[config.mk]
export PLATFORM = sky130hd
export DESIGN_NAME = uart_rx_flat
export DESIGN_NICKNAME = d
export VERILOG_FILES = /design/src/rtl/uart_rx_if.sv /design/src/rtl/uart_rx.sv /design/src/flat_wrapper.sv
export SDC_FILE = /design/constraint.sdc
export NUM_CORES = 1
export LEC_CHECK = 0
export CORE_ASPECT_RATIO = 1.5
export CORE_MARGIN = 2
export CORE_UTILIZATION = 40
export CTS_BUF_LIST = sky130_fd_sc_hd__clkbuf_16
export CTS_CLUSTER_SIZE = 20
export DETAILED_ROUTE_END_ITERATION = 8
export GPL_TIMING_DRIVEN = 0
export SETUP_SLACK_MARGIN = 0.2
export SLEW_MARGIN = 20
export SYNTH_ARGS = -nofsm -noshare
export SYNTH_HDL_FRONTEND = slang
export SYNTH_SLANG_ARGS = --single-unit
[constraint.sdc]
create_clock -name clk -period 5.7 [get_ports clk]
set_clock_uncertainty 0.15 [all_clocks]
set_input_delay 1.425 -clock clk [delete_from_list [all_inputs] [get_ports clk]]
set_output_delay 1.425 -clock clk [all_outputs]
set_load 0.03 [all_outputs]
[src/rtl/uart_rx_if.sv]
// Byte-side and line-side signals of the UART receiver.
// slave: the receiver itself; master: the line driver / byte consumer.
interface uart_rx_if #(
  parameter int data_bits = 8
);
  logic                 rx;
  logic [data_bits-1:0] data;
  logic                 valid;
  logic                 frame_err;
  logic                 busy;

  modport slave (
    input  rx,
    output data,
    output valid,
    output frame_err,
    output busy
  );

  modport master (
    output rx,
    input  data,
    input  valid,
    input  frame_err,
    input  busy
  );
endinterface

[src/rtl/uart_rx.sv]
// 8N1 UART receiver with 16x oversampling; valid/frame_err pulse one cycle after the stop-bit sample (tick 152).
// No backpressure: each byte is presented once and held in data until the next good frame.
module uart_rx #(
  parameter int fqr       = 100_000_000,
  parameter int baud_rate = 115200,
  parameter int data_bits = 8
) (
  input  logic     clk,
  input  logic     rst,
  uart_rx_if.slave bus
);
  localparam int clk_div = fqr / (baud_rate * 16);
  localparam int DIV_W   = (clk_div > 2) ? $clog2(clk_div) : 1;
  localparam int NB_W    = $clog2(data_bits + 1);

  typedef enum logic [2:0] {
    S_IDLE,
    S_START,
    S_DATA,
    S_STOP,
    S_WAIT_HIGH
  } state_t;

  state_t               r_state;
  logic [1:0]           r_sync;
  logic [DIV_W-1:0]     r_div;
  logic [3:0]           r_ticks;
  logic [NB_W-1:0]      r_nbits;
  logic [data_bits-1:0] r_shift;
  logic [data_bits-1:0] r_data;
  logic                 r_valid;
  logic                 r_ferr;
  logic                 r_busy;

  logic w_rx_s;
  logic w_tick;

  assign w_rx_s = r_sync[1];
  assign w_tick = (r_div == DIV_W'(clk_div - 1));

  always_ff @(posedge clk) begin
    if (rst) begin
      r_state <= S_IDLE;
      r_sync  <= 2'b11;
      r_div   <= '0;
      r_ticks <= '0;
      r_nbits <= '0;
      r_shift <= '0;
      r_data  <= '0;
      r_valid <= 1'b0;
      r_ferr  <= 1'b0;
      r_busy  <= 1'b0;
    end else begin
      r_sync  <= {r_sync[0], bus.rx};
      r_valid <= 1'b0;
      r_ferr  <= 1'b0;

      if (w_tick) r_div <= '0;
      else        r_div <= r_div + 1'b1;

      case (r_state)
        S_IDLE: begin
          // Restart the oversample phase on the detected edge so tick 8 lands mid start bit.
          if (!w_rx_s) begin
            r_div   <= '0;
            r_ticks <= '0;
            r_state <= S_START;
            r_busy  <= 1'b1;
          end
        end

        S_START: begin
          if (w_tick) begin
            if (r_ticks == 4'd7) begin
              if (!w_rx_s) begin
                r_ticks <= '0;
                r_nbits <= '0;
                r_state <= S_DATA;
              end else begin
                r_state <= S_IDLE;
                r_busy  <= 1'b0;
              end
            end else begin
              r_ticks <= r_ticks + 4'd1;
            end
          end
        end

        S_DATA: begin
          if (w_tick) begin
            r_ticks <= r_ticks + 4'd1;
            if (r_ticks == 4'd15) begin
              r_shift <= {w_rx_s, r_shift[data_bits-1:1]};
              r_nbits <= r_nbits + 1'b1;
              if (r_nbits == NB_W'(data_bits - 1)) r_state <= S_STOP;
            end
          end
        end

        S_STOP: begin
          if (w_tick) begin
            r_ticks <= r_ticks + 4'd1;
            if (r_ticks == 4'd15) begin
              if (w_rx_s) begin
                r_data  <= r_shift;
                r_valid <= 1'b1;
                r_state <= S_IDLE;
                r_busy  <= 1'b0;
              end else begin
                r_ferr  <= 1'b1;
                r_state <= S_WAIT_HIGH;
              end
            end
          end
        end

        // A held-low line (break) must not be mistaken for a fresh start bit.
        S_WAIT_HIGH: begin
          if (w_rx_s) begin
            r_state <= S_IDLE;
            r_busy  <= 1'b0;
          end
        end

        default: begin
          r_state <= S_IDLE;
          r_busy  <= 1'b0;
        end
      endcase
    end
  end

  assign bus.data      = r_data;
  assign bus.valid     = r_valid;
  assign bus.frame_err = r_ferr;
  assign bus.busy      = r_busy;
endmodule

[src/flat_wrapper.sv]
// flat-port wrapper written by rule: the top's interface ports become plain ports
module uart_rx_flat 
#(
  parameter int fqr       = 100_000_000,
  parameter int baud_rate = 115200,
  parameter int data_bits = 8
)
  (clk, rst, bus_rx, bus_data, bus_valid, bus_frame_err, bus_busy);
  uart_rx_if #(.data_bits(data_bits)) bus_i ();
  input  logic clk;
  input  logic rst;
  input wire logic [$bits(bus_i.rx)-1:0] bus_rx;
  output wire logic [$bits(bus_i.data)-1:0] bus_data;
  output wire logic [$bits(bus_i.valid)-1:0] bus_valid;
  output wire logic [$bits(bus_i.frame_err)-1:0] bus_frame_err;
  output wire logic [$bits(bus_i.busy)-1:0] bus_busy;
  assign bus_i.rx = bus_rx;
  assign bus_data = bus_i.data;
  assign bus_valid = bus_i.valid;
  assign bus_frame_err = bus_i.frame_err;
  assign bus_busy = bus_i.busy;
  uart_rx #(.fqr(fqr), .baud_rate(baud_rate), .data_bits(data_bits)) u_core (.clk(clk), .rst(rst), .bus(bus_i));
endmodule
* After elaboration in Yosys (flattened, before gate mapping)
Index checks and enable logic that the tools add are counted.
Storage, ports and cells: input port bits 3, register bits after elaboration 38, word-level logic and storage cells 82
Cells by class: reductions and logical operators 11, equality and inequality tests 19, bitwise logic cells 4, add/subtract/negate cells 3, mux-type cells 35
Operators with widths (count):
- $mux W4 | 9
- $mux W3 | 10
- $mux W6 | 3
- $ne A2 B1 Y1 const B | 9
- $pmux W3 S5 | 1
- $pmux W4 S3 | 1
- $reduce_and A6 Y1 | 2
- $reduce_and A9 Y1 | 1
- $add A4 B1 Y4 const B | 2
- $eq A4 B3 Y1 const B | 2
- $mux W1 | 8
- $pmux W4 S2 | 1
- $add A6 B1 Y6 const B | 1
- $eq A3 B2 Y1 const B | 2
- $eq A6 B6 Y1 const B | 1
- $reduce_and A3 Y1 | 2
- $pmux W1 S5 | 1
- $eq A4 B4 Y1 const B | 1
- $ne A2 B2 Y1 const B | 2
- $not A1 Y1 | 4
- $reduce_and A4 Y1 | 1
- $reduce_or A4 Y1 | 1
- $eq A3 B1 Y1 const B | 1
- $eq A3 B3 Y1 const B | 1
- other kinds (5) | 5

* Longest topological paths before layout
Gate-level depths: netlist of run 1.
word-level depth 5, gate-level depth with buffers 8, gate-level depth less buffers 7

* Least setup slack after synthesis of run 1
OpenSTA, ideal clock, no wires.
kind input -> register, start in rst, end reg u_core.r_sync[0], arrival time 2040 ps, setup time 123 ps, stages on the path 3, path slack 3387 ps, data required time 5427 ps, cell sequence clkbuf_1 clkbuf_1 or2_2
RTL lines:
- start: declaration | line flat_wrapper.sv:11 | input logic rst;
- end signal: assignment | line uart_rx.sv:54 | r_sync <= {r_sync[0], bus.rx};
- end: declaration | line uart_rx.sv:25 | logic [1:0] r_sync;
No word-level cell between the ends.

* Worst setup path after layout of run 1
start reg u_core.r_data[4], in the netlist u_core.bus.data[4], end out bus_data[4]
RTL lines:
- start: declaration | line uart_rx.sv:30 | logic [data_bits-1:0] r_data;
- start signal: assignment | line uart_rx.sv:105 | r_data <= r_shift;
- end: declaration | line flat_wrapper.sv:13 | output wire logic [$bits(bus_i.data)-1:0] bus_data;
No word-level cell between the ends.

==> results of run 1 <==
[per-layer routing]
layer  vias to the layer above  track usage, %
met5                         -               0
met4                         0            7.40
met3                         9            3.41
met2                        26            28.5
met1                       648            18.8
li1                        698               -
[flip-flops by register name (all words and copies together), names as in the netlist]
signal                cells
u_core.r_nbits            4
u_core.r_shift            8
u_core.r_state            3
u_core.bus.frame_err      1
u_core.r_sync             2
u_core.bus.data           8
u_core.r_ticks            4
u_core.bus.valid          1
u_core.r_div              6
u_core.bus.busy           1
[cell families (layout without fill, tap and decap cells)]
| family | count (synthesis) | after routing | share of synthesized area [%] |
|---|---|---|---|
| compound gates | 29 | 29 | 12.4 |
| xor+xnor | 5 | 5 | 2.56 |
| fa+ha+maj | 5 | 5 | 3.51 |
| buf+inv | 16 | 36 | 3.73 |
| flops | 38 | 38 | 44.5 |
| mux | 17 | 17 | 10.0 |
| simple gates | 78 | 78 | 23.3 |
[cells in the mapped netlist (3+ instances only)]
cell      instances
a21oi_1           7
clkbuf_1          6
dfxtp_1          38
ha_1              4
inv_1             7
mux2i_1          16
nand2_1           9
nand3_1           8
nor2_1           35
nor3_1            4
or2_2             4
xor2_1            3
[area by class of cell]
type                       instances  area [sq um]  share of cell area, %
timing repair buffer              12           120                   5.91
clock buffer                       5           125                   6.15
multi-input combinational        134           886                   43.6
sequential                        38           761                   37.4
inverter                           7          26.3                   1.29
clock inverter                     3          20.0                  0.985
tap                               46          57.6                   2.83
buffer                             9          37.5                   1.85
[power breakdown]
group | switching (mW) | internal (mW)
Combinational | 0.0589 | 0.0431
Sequential | 0.00843 | 0.278
Clock | 0.109 | 0.162
Total | 0.176 | 0.483
[layout by cell type (no fill, tap or decap), drive strengths merged, types with 2 or more instances in the layout]
cell type	n
nor4	2
mux2i	16
or3b	2
nand3b	2
nor2b	2
buf	2
o21ai	3
clkdlybuf4s50	12
a211oi	2
xnor2	2
xor2	3
inv	8
nand2	9
or2	4
clkbuf	12
nand3	8
ha	4
a21oi	7
nor3	5
dfxtp	38
nor2	35
[path summary, 6_finish.rpt]
| kind | start | end | slack, ps | cells after the start |
|---|---|---|---|---|
| worst max-delay path | u_core.bus.data[4]$_SDFFE_PP0P_ | bus_data[4] | 2830 | 1 |
| worst min-delay path | u_core.r_sync[0]$_SDFF_PP1_ | u_core.r_sync[1]$_SDFF_PP1_ | 270 | 1 |
| worst max register to register | u_core.r_div[0]$_SDFF_PP0_ | u_core.bus.data[4]$_SDFFE_PP0P_ | 3530 | 6 |
| worst min register to register | u_core.r_sync[0]$_SDFF_PP1_ | u_core.r_sync[1]$_SDFF_PP1_ | 270 | 1 |
[through the flow]
step / util, % / area [sq um]
floorplan: - / 1710
global placement: 45.2 / 1890
detailed placement: 45.2 / 1890
CTS: 48.7 / 2030
global route: 48.7 / 2030
finish: 48.7 / 2030
==> flow_metrics.tcl, run 1 <==
set metrics [dict create \
    cts_root_buf "clkbuf_16" \
    port-buffer-count 12 \
    yosysSeqAreaShare_pct 44.5 \
    post-place-ws_ps 3130 \
    first_pass_iters 4 \
    ys_top_cells_by_area "dfxtp_1 (44%), mux2i_1 (9.4%), nor2_1 (7.7%)" \
    met3_length_um 122 \
    final_layout_size_suffix_gt1_share_pct 9.62 \
    syn_to_final_growth_pct 18.9 \
    clkLatencyLatePin_ps 290 \
    crit_type "reg2out" \
    grt_antenna_before_repair 0 \
    holdWs_ps 267 \
    grt_max_degree 14 \
    cts_setup_buffers 0 \
    route.vias.total 1381 \
    syn_inst 188 \
    status "complete, no violations" \
    wl_met2_um 1880 \
    grt_pass1_wl_um 6270 \
    synth_area_leader_cell "dfxtp_1" \
    crit_fanout 2 \
    gr-total-overflow 0 \
    dieArea_sq_mm 0.00483 \
    critPathArrivalTime_ps 1300 \
    end_kind "output port" \
    async_flop_share_pct 0 \
    cp_top_family "buffers and inverters" \
    clockBufferDepth 2 \
    wl_per_cell_um 14.1 \
    finalPower_uw 659 \
    grt_pass1_vias 1366 \
    syn_area_per_cell_sq_um 9.10 \
    place.gp.congestion 0.924 \
    insertedDiodeCount 0 \
    leakage_nw 0.763 \
    cts_buffers 5 \
    instances_no_fill 254 \
    timing.final.crit_share_pct 50.4 \
    setup_viol 0 \
    nFillCells 395 \
    powerDensity_mw_per_mm2 324 \
    syn_nets 195 \
    hold_buffers 0 \
    netlist_area_sq_mm 0.00171 \
    synth_top_area_share_pct 44.5 \
    max_stage_delay_ps 670 \
    hpwl_um 2660 \
    worstSetupStartpointType "flop" \
    highest_layer "met4" \
    route.detailed.drc 0 \
    ios 14 \
    die_h_um 84.1 \
    tns_ps 0 \
    placed_cells 246 \
    finalNetCount 214 \
    path_clk_slew_ps 60 \
    fmax_mhz 348 \
    routed_via_density 5.44 \
    relSlewSlack_pct 64.9 \
    core_area_sq_mm 0.00417 \
    ys.flop_type "dfxtp_1" \
    fin_ws_ps 2830 \
    drv_cap 0 \
    wirelength_um 3590 \
    cts_tree "done" \
    die_w_um 57.4 \
    drv_slew 0 \
    start_util_pct 41.0 \
    synth_edf_count 0 \
    worst_path_max_delay_cell "clkdlybuf4s50_1" \
    hold_violations 0 \
    worstMarginPinSlew_ps 525 \
    synth_warnings 0 \
    worstPathRequired_ps 4120 \
    path_buf_inv 1 \
    hp-class "reg2reg" \
    post_cts_resized 0 \
    cts_htree_levels 2 \
    ys_ff_latch 38 \
    drtAntennaViolNets 0 \
    period_needed_ps 2870 \
    peakVddDrop_mv 0.207 \
    crit_chain "clkdlybuf4s50_1" \
    synth_cell_types 51 \
    drt-initial-drc-count 43 \
    rsz0062_at_grt "false" \
    row_count 29 \
    track_usage_pct 16.5 \
    clock_sinks 38 \
    wirelength_met1_um 1510 \
]
(Power assumes the default switching activity.)
==> run 2, diff against run 1 <==
- clock period: 5.7 -> 2.8 ns (I/O delays scaled with it)
==> results of run 2 <==
The final DEF is identical to that of run 1. Status: complete, no violations.
Among the figures that moved: setup slack after placement 3130 ps -> 612 ps; setup slack after layout 2830 ps -> 630 ps; start point of the critical path u_core.bus.data[4]$_SDFFE_PP0P_ -> u_core.r_div[0]$_SDFF_PP0_; end point of the critical path bus_data[4] -> u_core.bus.data[4]$_SDFFE_PP0P_; register-to-register setup slack 3530 ps -> 630 ps; total power 0.659 mW -> 1.34 mW; worst IR drop on VDD 0.207 mV -> 0.422 mV
==> run 3, diff against run 2 <==
- clock period: 2.8 -> 2.2 ns (I/O delays scaled with it)
==> run 3 against run 2 <==
Compared with the run above:
- die area did not move
- clock power rose by 28%
- largest power group unchanged
- largest cell class unchanged
- highest routed layer unchanged
- fmax rose by 9.0%
- sequential share of layout area fell by 1.8 points
==> flow_metrics.tcl, run 3 (synthesis gave the netlist of run 1 again) <==
set metrics [dict create \
    holdWs_ps 267 \
    start_util_pct 41.0 \
    timing.final.crit_share_pct 90.5 \
    final_layout_size_suffix_gt1_share_pct 19.0 \
    cts_root_buf "clkbuf_16" \
    cts_buffers 5 \
    grt_antenna_before_repair 0 \
    relSlewSlack_pct 65.1 \
    clkLatencyLatePin_ps 290 \
    hold_violations 0 \
    path_clk_slew_ps 60 \
    hp-class "reg2reg" \
    route.detailed.drc 0 \
    drv_slew 0 \
    gr-total-overflow 0 \
    crit_type "reg2reg" \
    hpwl_um 2660 \
    leakage_nw 0.917 \
    finalNetCount 216 \
    crit_fanout 6 \
    route.vias.total 1403 \
    tns_ps 0 \
    syn_to_final_growth_pct 26.0 \
    fmax_mhz 502 \
    status "complete, no violations" \
    nFillCells 393 \
    end_kind "flop" \
    dieArea_sq_mm 0.00483 \
    placed_cell_area_sq_mm 0.00189 \
    multi_input_area_sq_um 962 \
    drt-initial-drc-count 38 \
    stdcell_area_sq_mm 0.00216 \
    track_usage_pct 16.5 \
    worstMarginPinSlew_ps 522 \
    grt_max_degree 14 \
    final_cell_mix "nor2_1 (35), dfxtp_1 (35), mux2i_1 (16)" \
    insertedDiodeCount 0 \
    drtAntennaViolNets 0 \
    place.gp.congestion 0.924 \
    instances_no_fill 256 \
    die_w_um 57.4 \
    worstSetupStartpointType "flop" \
    grt_pass1_wl_um 6320 \
    critPathArrivalTime_ps 1990 \
    wl_per_cell_um 14.5 \
    first_pass_iters 4 \
    register_area_sq_um 767 \
    port-buffer-count 12 \
    die_h_um 84.1 \
    clockBufferDepth 2 \
    rsz0062_at_grt "true" \
    worstPathRequired_ps 2200 \
    period_needed_ps 1990 \
    core_area_sq_mm 0.00417 \
    hold_buffers 0 \
    powerDensity_mw_per_mm2 809 \
    cts_tree "done" \
    setup_viol 0 \
    wirelength_um 3720 \
    drv_cap 0 \
    clock_sinks 38 \
    cts_htree_levels 2 \
    row_count 29 \
    finalPower_mw 1.74 \
    grt_pass1_vias 1377 \
    placed_cells 246 \
    peakVddDrop_mv 0.539 \
    ios 14 \
    routed_via_density 5.48 \
]
run 3: path summary, 6_finish.rpt:
| kind | from | slack (ps) | end | cells past startpoint |
|---|---|---|---|---|
| hold / removal | u_core.r_sync[0]$_SDFF_PP1_ | 270 | u_core.r_sync[1]$_SDFF_PP1_ | 1 |
| setup / recovery | u_core.r_sync[1]$_SDFF_PP1_ | 210 | u_core.r_nbits[3]$_SDFFE_PP0P_ | 5 |
| hold reg to reg | u_core.r_sync[0]$_SDFF_PP1_ | 270 | u_core.r_sync[1]$_SDFF_PP1_ | 1 |
| setup reg to reg | u_core.r_sync[1]$_SDFF_PP1_ | 210 | u_core.r_nbits[3]$_SDFFE_PP0P_ | 5 |
run 3: what timing repair did:
| action | in CTS | in global routing |
|---|---|---|
| gates resized for setup | 4 | 29 |
| setup buffers | 1 | 1 |
| endpoints found under the setup margin | 15 | 29 |
| pin swaps | 1 | 4 |
run 3: cell type report:
cell class,instances,share of cell area (%)
clock inverter,3,0.929
tap,46,2.67
clock buffer,5,5.80
buffer,9,1.80
inverter,7,1.22
timing repair buffer,14,7.37
sequential,38,35.6
multi-input combinational,134,44.6
run 3: critical path: stages, from the launching register on:
cell     delay, ps
dfxtp_4        360
or3b_4         400
mux2_2         270
or4_4          480
o21ai_2        130
a21oi_1         70
run 3: stage by stage:
step | utilization, % | setup WS, ps
global placement | 45.2 | 46.8
global route | 51.7 | 133
finish | 51.7 | 209
detailed placement | 45.2 | 11.9
CTS | 49.1 | 203
floorplan | - | 299
run 3: metal layers:
layer / part of all wire (%) / up-vias / track usage (%)
met3: 3.5 / 9 / 3.57
li1: - / 702 / -
met1: 41 / 666 / 19.1
met2: 53 / 26 / 28.4
met4: 2.3 / 0 / 7.40
met5: 0 / - / 0
run 3: power breakdown:
group,total [mW],switching (mW),internal (mW)
Clock,0.705,0.286,0.419
Sequential,0.745,0.0238,0.721
Combinational,0.293,0.163,0.130
Total,1.74,0.473,1.27
